--- src/rtl/array_bubble_sort.sv ---
// In-place bubble sort of rf[array .. array+length-1] through two async read ports and one write port.
// Latency: an already-sorted N>=2 array is done N edges after go is accepted; each swap adds 2, each extra pass adds N.
// No backpressure: go is taken only in IDLE/DONE and ignored while busy. Optional macro SORT_SWAP_COUNT_EN adds swap_count.
module array_bubble_sort #(
  parameter int DATA_W = 32,
  parameter int ADDR_W = 5
`ifdef SORT_SWAP_COUNT_EN
  ,
  parameter int CNT_W  = 8
`endif
) (
  input  logic              clock,
  input  logic              reset,
  input  logic              go,
  input  logic [ADDR_W-1:0] array,
  input  logic [ADDR_W-1:0] length,
  output logic [ADDR_W-1:0] rd_addr1,
  output logic [ADDR_W-1:0] rd_addr2,
  input  logic [DATA_W-1:0] rd_data1,
  input  logic [DATA_W-1:0] rd_data2,
  output logic              wr_en,
  output logic [ADDR_W-1:0] wr_addr,
  output logic [DATA_W-1:0] wr_data,
  output logic              busy,
  output logic              done
`ifdef SORT_SWAP_COUNT_EN
  ,
  output logic [CNT_W-1:0]  swap_count
`endif
);

  typedef enum logic [2:0] {IDLE, CMP, SWA, SWB, PEND, DONE} state_t;

  state_t            state, state_nxt;
  logic [ADDR_W-1:0] idx, last, base;
  logic              swapped;
  logic [DATA_W-1:0] tmp_lo, tmp_hi;
  logic              out_of_order;
  logic              at_last;
  logic              start;

  // Neighbour pair read straight from the rf; addresses wrap naturally at ADDR_W bits.
  assign rd_addr1     = idx;
  assign rd_addr2     = idx + 1'b1;
  assign out_of_order = $signed(rd_data1) > $signed(rd_data2);
  assign at_last      = (idx == last);
  assign start        = go && (state == IDLE || state == DONE);

  // State register.
  always_ff @(posedge clock or posedge reset) begin
    if (reset) state <= IDLE;
    else       state <= state_nxt;
  end

  // Next-state decode and rf write-port / status outputs.
  always_comb begin
    state_nxt = state;
    wr_en     = 1'b0;
    wr_addr   = idx;
    wr_data   = tmp_hi;
    busy      = 1'b1;
    done      = 1'b0;
    unique case (state)
      IDLE, DONE: begin
        busy = 1'b0;
        done = (state == DONE);
        if (go) state_nxt = (length <= ADDR_W'(1)) ? DONE : CMP;
      end
      CMP: begin
        if (out_of_order) state_nxt = SWA;
        else if (at_last) state_nxt = PEND;
      end
      SWA: begin
        wr_en     = 1'b1;
        state_nxt = SWB;
      end
      SWB: begin
        wr_en     = 1'b1;
        wr_addr   = idx + 1'b1;
        wr_data   = tmp_lo;
        state_nxt = at_last ? PEND : CMP;
      end
      PEND: begin
        state_nxt = swapped ? CMP : DONE;
      end
      default: state_nxt = IDLE;
    endcase
  end

  // Pass bookkeeping: current index, last pair of the pass, swap flag and the held pair.
  always_ff @(posedge clock or posedge reset) begin
    if (reset) begin
      idx     <= '0;
      last    <= '0;
      base    <= '0;
      swapped <= 1'b0;
      tmp_lo  <= '0;
      tmp_hi  <= '0;
    end else begin
      unique case (state)
        IDLE, DONE: begin
          if (go) begin
            base    <= array;
            idx     <= array;
            last    <= array + length - ADDR_W'(2);
            swapped <= 1'b0;
          end
        end
        CMP: begin
          if (out_of_order) begin
            tmp_lo  <= rd_data1;
            tmp_hi  <= rd_data2;
            swapped <= 1'b1;
          end else if (!at_last) begin
            idx <= idx + 1'b1;
          end
        end
        SWB: begin
          if (!at_last) idx <= idx + 1'b1;
        end
        PEND: begin
          if (swapped) begin
            idx     <= base;
            swapped <= 1'b0;
          end
        end
        default: ;
      endcase
    end
  end

`ifdef SORT_SWAP_COUNT_EN
  // Saturating count of completed swaps; cleared on each accepted go, frozen in DONE.
  always_ff @(posedge clock or posedge reset) begin
    if (reset)                                      swap_count <= '0;
    else if (start)                                 swap_count <= '0;
    else if (state == SWB && swap_count != '1)      swap_count <= swap_count + 1'b1;
  end
`endif

endmodule

--- config.mk ---
export PLATFORM = sky130hd
export DESIGN_NAME = array_bubble_sort
export DESIGN_NICKNAME = d
export VERILOG_FILES = /design/src/rtl/array_bubble_sort.sv
export SDC_FILE = /design/constraint.sdc
export NUM_CORES = 1
export LEC_CHECK = 0
export CORE_MARGIN = 1
export CORE_UTILIZATION = 45
export DETAILED_ROUTE_END_ITERATION = 16
export PLACE_DENSITY = 0.85
export SLEW_MARGIN = 25
export SYNTH_ARGS = -nofsm -noshare
export SYNTH_HDL_FRONTEND = slang
export SYNTH_SLANG_ARGS = --single-unit
--- constraint.sdc ---
create_clock -name clock -period 2.7 [get_ports clock]
set_clock_uncertainty 0.05 [all_clocks]
set_input_delay 0.54 -clock clock [delete_from_list [all_inputs] [get_ports clock]]
set_output_delay 0.54 -clock clock [all_outputs]
set_load 0.01 [all_outputs]
---- Word level (Yosys, flattened, before mapping) ----
Cells that the tools add are included.
Widths: inputs -> output; s select.
storage, ports and cells
  word-level logic and storage cells ...... 53
  register bits after elaboration ......... 83
  input bits .............................. 77
  output and inout port bits .............. 50
operators by class
  mux-type cells .......................... 20
  reductions and logical operators ........ 10
  magnitude comparators ................... 2
  add/subtract/negate cells ............... 3
  equal/unequal tests ..................... 11
operator list
  operator             count
  $gt 32x32->1         1
  $mux 32              1
  $mux 5               5
  $pmux 5 s4           1
  $mux 3               6
  $pmux 3 s5           1
  $ne 2x2->1 const B   4
  $eq 3x2->1 const B   2
  $eq 3x3->1 const B   2
  $reduce_and 2->1     3
  $add 5x1->5 const B  1
  $add 5x5->5          1
  $eq 5x5->1           1
  $le 5x1->1 const B   1
  $mux 1               5
  $sub 5x2->5 const B  1
  $reduce_and 4->1     1
  $reduce_bool 4->1    1
  $reduce_or 2->1      2
  $eq 3x1->1 const B   1
  $logic_not 3->1      1
  $ne 3x3->1 const B   1
  $pmux 1 s3           1
  $reduce_and 3->1     1
  $reduce_bool 3->1    1

---- Longest topological paths before layout ----
  word-level depth ........................ 4
  mapped depth ............................ 11
  depth with buffers taken out ............ 9

---- Worst setup path after synthesis ----
No wires, ideal clock.
  path type ............................... input port to flip-flop
  from .................................... input port rd_data2[31]
  to ...................................... register idx[0] (netlist: rd_addr1[0])
  arrival time ............................ 2.415 ns
  stages on the path ...................... 10
  path buffers ............................ 1
  setup time .............................. 0.128 ns
  slack ................................... 0.107 ns
  path through ............................ inv_1 > ha_1 > nand4_1 > nor3_1 > a221oi_1 > and4b_1 > a21oi_2 > buf_6 > nor2_2 > mux2_1
on the way
  cells in the longest elaborated chain, start to end .. 3
RTL lines
  what                               line  text
  start, declared                    20    input logic [DATA_W-1:0] rd_data2,
  $gt 32x32->1                       45    assign out_of_order = $signed(rd_data1) > $signed(rd_data2);
  $ne 2x2->1 (no source line)        n/a
  $reduce_and 4->1 (no source line)  n/a
  end signal, assigned               104   idx <= array;
  end signal, assigned               115   idx <= idx + 1'b1;
  end signal, assigned               119   if (!at_last) idx <= idx + 1'b1;
  end, declared                      35    logic [ADDR_W-1:0] idx, last, base;
Every way passes these cells.
A chain may end at the register's enable or synchronous reset.

---- Final worst setup path ----
  from .................................... input port rd_data2[14]
  to ...................................... register tmp_lo[14]
on the way
  cells in the longest elaborated chain, start to end .. 2
RTL lines
  what                               line  text
  $gt 32x32->1                       45
  $reduce_and 2->1 (no source line)  n/a
  end signal, assigned               111   tmp_lo <= rd_data1;
  end, declared                      37    logic [DATA_W-1:0] tmp_lo, tmp_hi;
Every way passes these cells.

==> results.sh <==
export IMPL_cpMaxStageDelayCell="mux2_2"
export IMPL_path_delay_family="buffers and inverters"
export IMPL_die_x_um=107.1
export IMPL_timing_rr_start="state[1]"
export IMPL_ys_top_cells_by_area="dfrtp_1 42%, mux2_2 19%, ha_1 10%"
export IMPL_die_height_um=107.1
export IMPL_drive_above_1_share_pct=40.13
export IMPL_cts_max_level=3
export IMPL_synth_fp_nets=556
export IMPL_place_area_um2=6589
export IMPL_syn_inst=438
export IMPL_ant_nets=0
export IMPL_overflow=0
export IMPL_crit_top_cell="buf_4"
export IMPL_postLayoutCellArea_um2=7321
export IMPL_avgRoutedWirePerCell_um=17.84
export IMPL_num_rows=38
export IMPL_top_level_ports=127
export IMPL_core_area_um2=10790
export IMPL_crit_required_ns=2.89
export IMPL_synth_enable_flop_cells=0
export IMPL_dieArea_um2=11470
export IMPL_critical_path_max_fanout=9
export IMPL_cts_buffers=9
export IMPL_syn_to_final_growth_pct=47.31
export IMPL_status="complete, no violations"
export IMPL_crit_chain="dlygate4sd2_1, inv_2, ha_4, nand4_1, buf_4, nor3_2, a21boi_2, o41ai_2, buf_4, a21oi_4, buf_8, clkbuf_16, mux2_2"
export IMPL_max_freq_mhz=371.5
export IMPL_postCtsHoldBufs=0
export IMPL_via_per_inst=5.348
export IMPL_grt_max_degree=84
export IMPL_setup_viol=0
export IMPL_io_buffers=126
export IMPL_initial_core_util_pct=46.05
export IMPL_synth_simple_gate_area_share_pct=6.596
export IMPL_hold_path_startpoint="rd_data2[24]"
export IMPL_hold_path_class="primary input to flip-flop"
export IMPL_maxCapViolCount=0
export IMPL_clk_pin_slew_ns=0.08
export IMPL_synth_adder_area_share_pct=10.47
export IMPL_r2r_end="tmp_lo[14]"
export IMPL_worstPathArrival_ns=2.88
export IMPL_worst_pin_slew_ns=0.5368
export IMPL_synth_top_family_by_area="multiplexers"
export IMPL_grt_pass1_vias=4287
export IMPL_power_density_nw_per_um2=1116
export IMPL_crit_path_start="rd_data2[14]"
export IMPL_ys_warn_count=0
export IMPL_layout_commonest_cell="mux2_2"
export IMPL_p_leak_nw=3.294
export IMPL_synth_avg_cell_area_um2=11.35
export IMPL_tritoncts="done"
export IMPL_reg2regPathDepth=7
export IMPL_dp_hpwl_um=8859
export IMPL_final_cells=750
export IMPL_synth_compound_area_share_pct=7.226
export IMPL_ir_drop_v=0.0005694
export IMPL_clock_tree_buffer_depth=2
export IMPL_synth_area_um2=4970
export IMPL_via_count=4011
export IMPL_clk_latency_ns=0.34
export IMPL_min_period_ns=2.692
export IMPL_hold_viol_final=0
export IMPL_crit_path_end_kind="flip-flop"
export IMPL_final_max_slew_viol_count=0
export IMPL_drc=0
export IMPL_synth_area_leader_cell="dfrtp_1"
export IMPL_relSlewSlack_pct=64.12
export IMPL_crit_path_end="tmp_lo[14]"
export IMPL_placedCellCount=715
export IMPL_yosys_register_bits=83
export IMPL_final_cell_mix="83 x mux2_2, 82 x dfrtp_1, 66 x clkdlybuf4s50_1"
export IMPL_final_core_util_pct=67.83
export IMPL_seq_area_frac_synth_pct=41.79
export IMPL_dr_pass1_iters=4
export IMPL_crit_buf_inv=6
export IMPL_cts_root_buf="clkbuf_8"
export IMPL_ys_flop_type="dfrtp_1"
export IMPL_cts_sinks=83
export IMPL_antenna_found_initial=2
export IMPL_path_class="primary input to flip-flop"
export IMPL_cp_num_cells=13
export IMPL_routed_wl_um=13380
export IMPL_gp_congestion=0.8094
export IMPL_track_usage_pct=23.41
export IMPL_synthArstFlopShare_pct=100.0
export IMPL_synth_xor_area_share_pct=2.820
export IMPL_final_net_count=722
export IMPL_synth_distinct_cells=45
export IMPL_grt_pass1_wl_um=20840
export IMPL_rrSetupSlack_ns=0.69
export IMPL_yosysTopAreaCellShare_pct=41.79
export IMPL_whs_ns=0.3741
export IMPL_period_share_pct=99.69
export IMPL_rsz0062_at_grt="yes"
export IMPL_start_kind="primary input"
export IMPL_drt_first_iter_violations=90
export IMPL_synthMuxAreaShare_pct=25.48
export IMPL_max_stage_delay_ns=0.33
[worst register-to-register path, cell delays in order (launching register included)]
cell	delay, ns
dfrtp_1	0.42
buf_4	0.21
a31oi_4	0.16
o211ai_1	0.16
a21oi_4	0.21
buf_8	0.18
clkbuf_16	0.18
mux2_2	0.33
[stage by stage]
stage	worst slack, ns	setup TNS [ns]	power [W]
floorplan	0.1073	0	0.004758
global placement	-0.6827	-43.53	0.006502
detailed placement	-0.7822	-47.82	0.006686
CTS	-0.01443	-0.02046	0.007947
global route	-0.06822	-2.891	0.008644
finish	0.008352	0	0.008169
[worst min path at each step]
stage / end / depth (start not counted) / slack, ns
floorplan: base[1] / 2 / 0.39
global placement: swapped / 1 / 0.41
detailed placement: base[1] / 2 / 0.42
CTS: base[1] / 2 / 0.44
global route: tmp_hi[24] / 2 / 0.37
finish: tmp_hi[24] / 2 / 0.37
[power by group]
group | switching (W) | internal (W)
logic | 0.00199 | 0.00307
registers | 0.000387 | 0.00189
clock network | 0.000438 | 0.000403
[logic make-up (layout without fill, tap and decap cells)]
logic type	after synthesis	after routing
XOR/XNOR	16	16
buffers and inverters	67	237
other	0	2
flip-flops	83	83
AO/OA/AOI/OAI	56	56
AND/OR/NAND/NOR	65	65
adder cells (fa/ha/maj)	41	41
multiplexers	110	110
[routing by layer]
metal / track usage, % / routed length, um / vias up
li1: - / - / 1878
met1: 28.17 / 5596 / 2006
met2: 42.17 / 6949 / 117
met3: 4.377 / 715 / 10
met4: 7.045 / 119 / 0
met5: 0 / 0 / -
[Yosys cell counts, drive strengths merged, types with 8 or more instances]
master and number:
xnor2 9, dfrtp 83, inv 50, ha 40, clkbuf 9, nor2 18, nand2 14, mux2 105
buf 8, a21oi 17, o21ai 15
[sequential cells by signal, summed over array words and instances, names as in the netlist]
name,count
base,5
last,5
rd_addr1,5
state,3
swapped,1
tmp_hi,32
tmp_lo,32
[repair_timing]
action / CTS / global route
setup buffers: 7 / 7
pin swaps: 16 / 25
gates resized for setup: 114 / 89
gates cloned: 3 / 3
endpoints found under the setup margin: 102 / 91
endpoints found under the hold margin: 0 / 0
[final cells by class]
class                      instances  area [um^2]
antenna                            2        5.005
fill                             813         3472
sequential                        83         2078
timing repair buffer             172         1685
multi-input combinational        288         3007
tap                              140        175.2
clock inverter                     2        10.01
inverter                          50        191.4
clock buffer                      13        168.9
(Power assumes the default switching activity.)
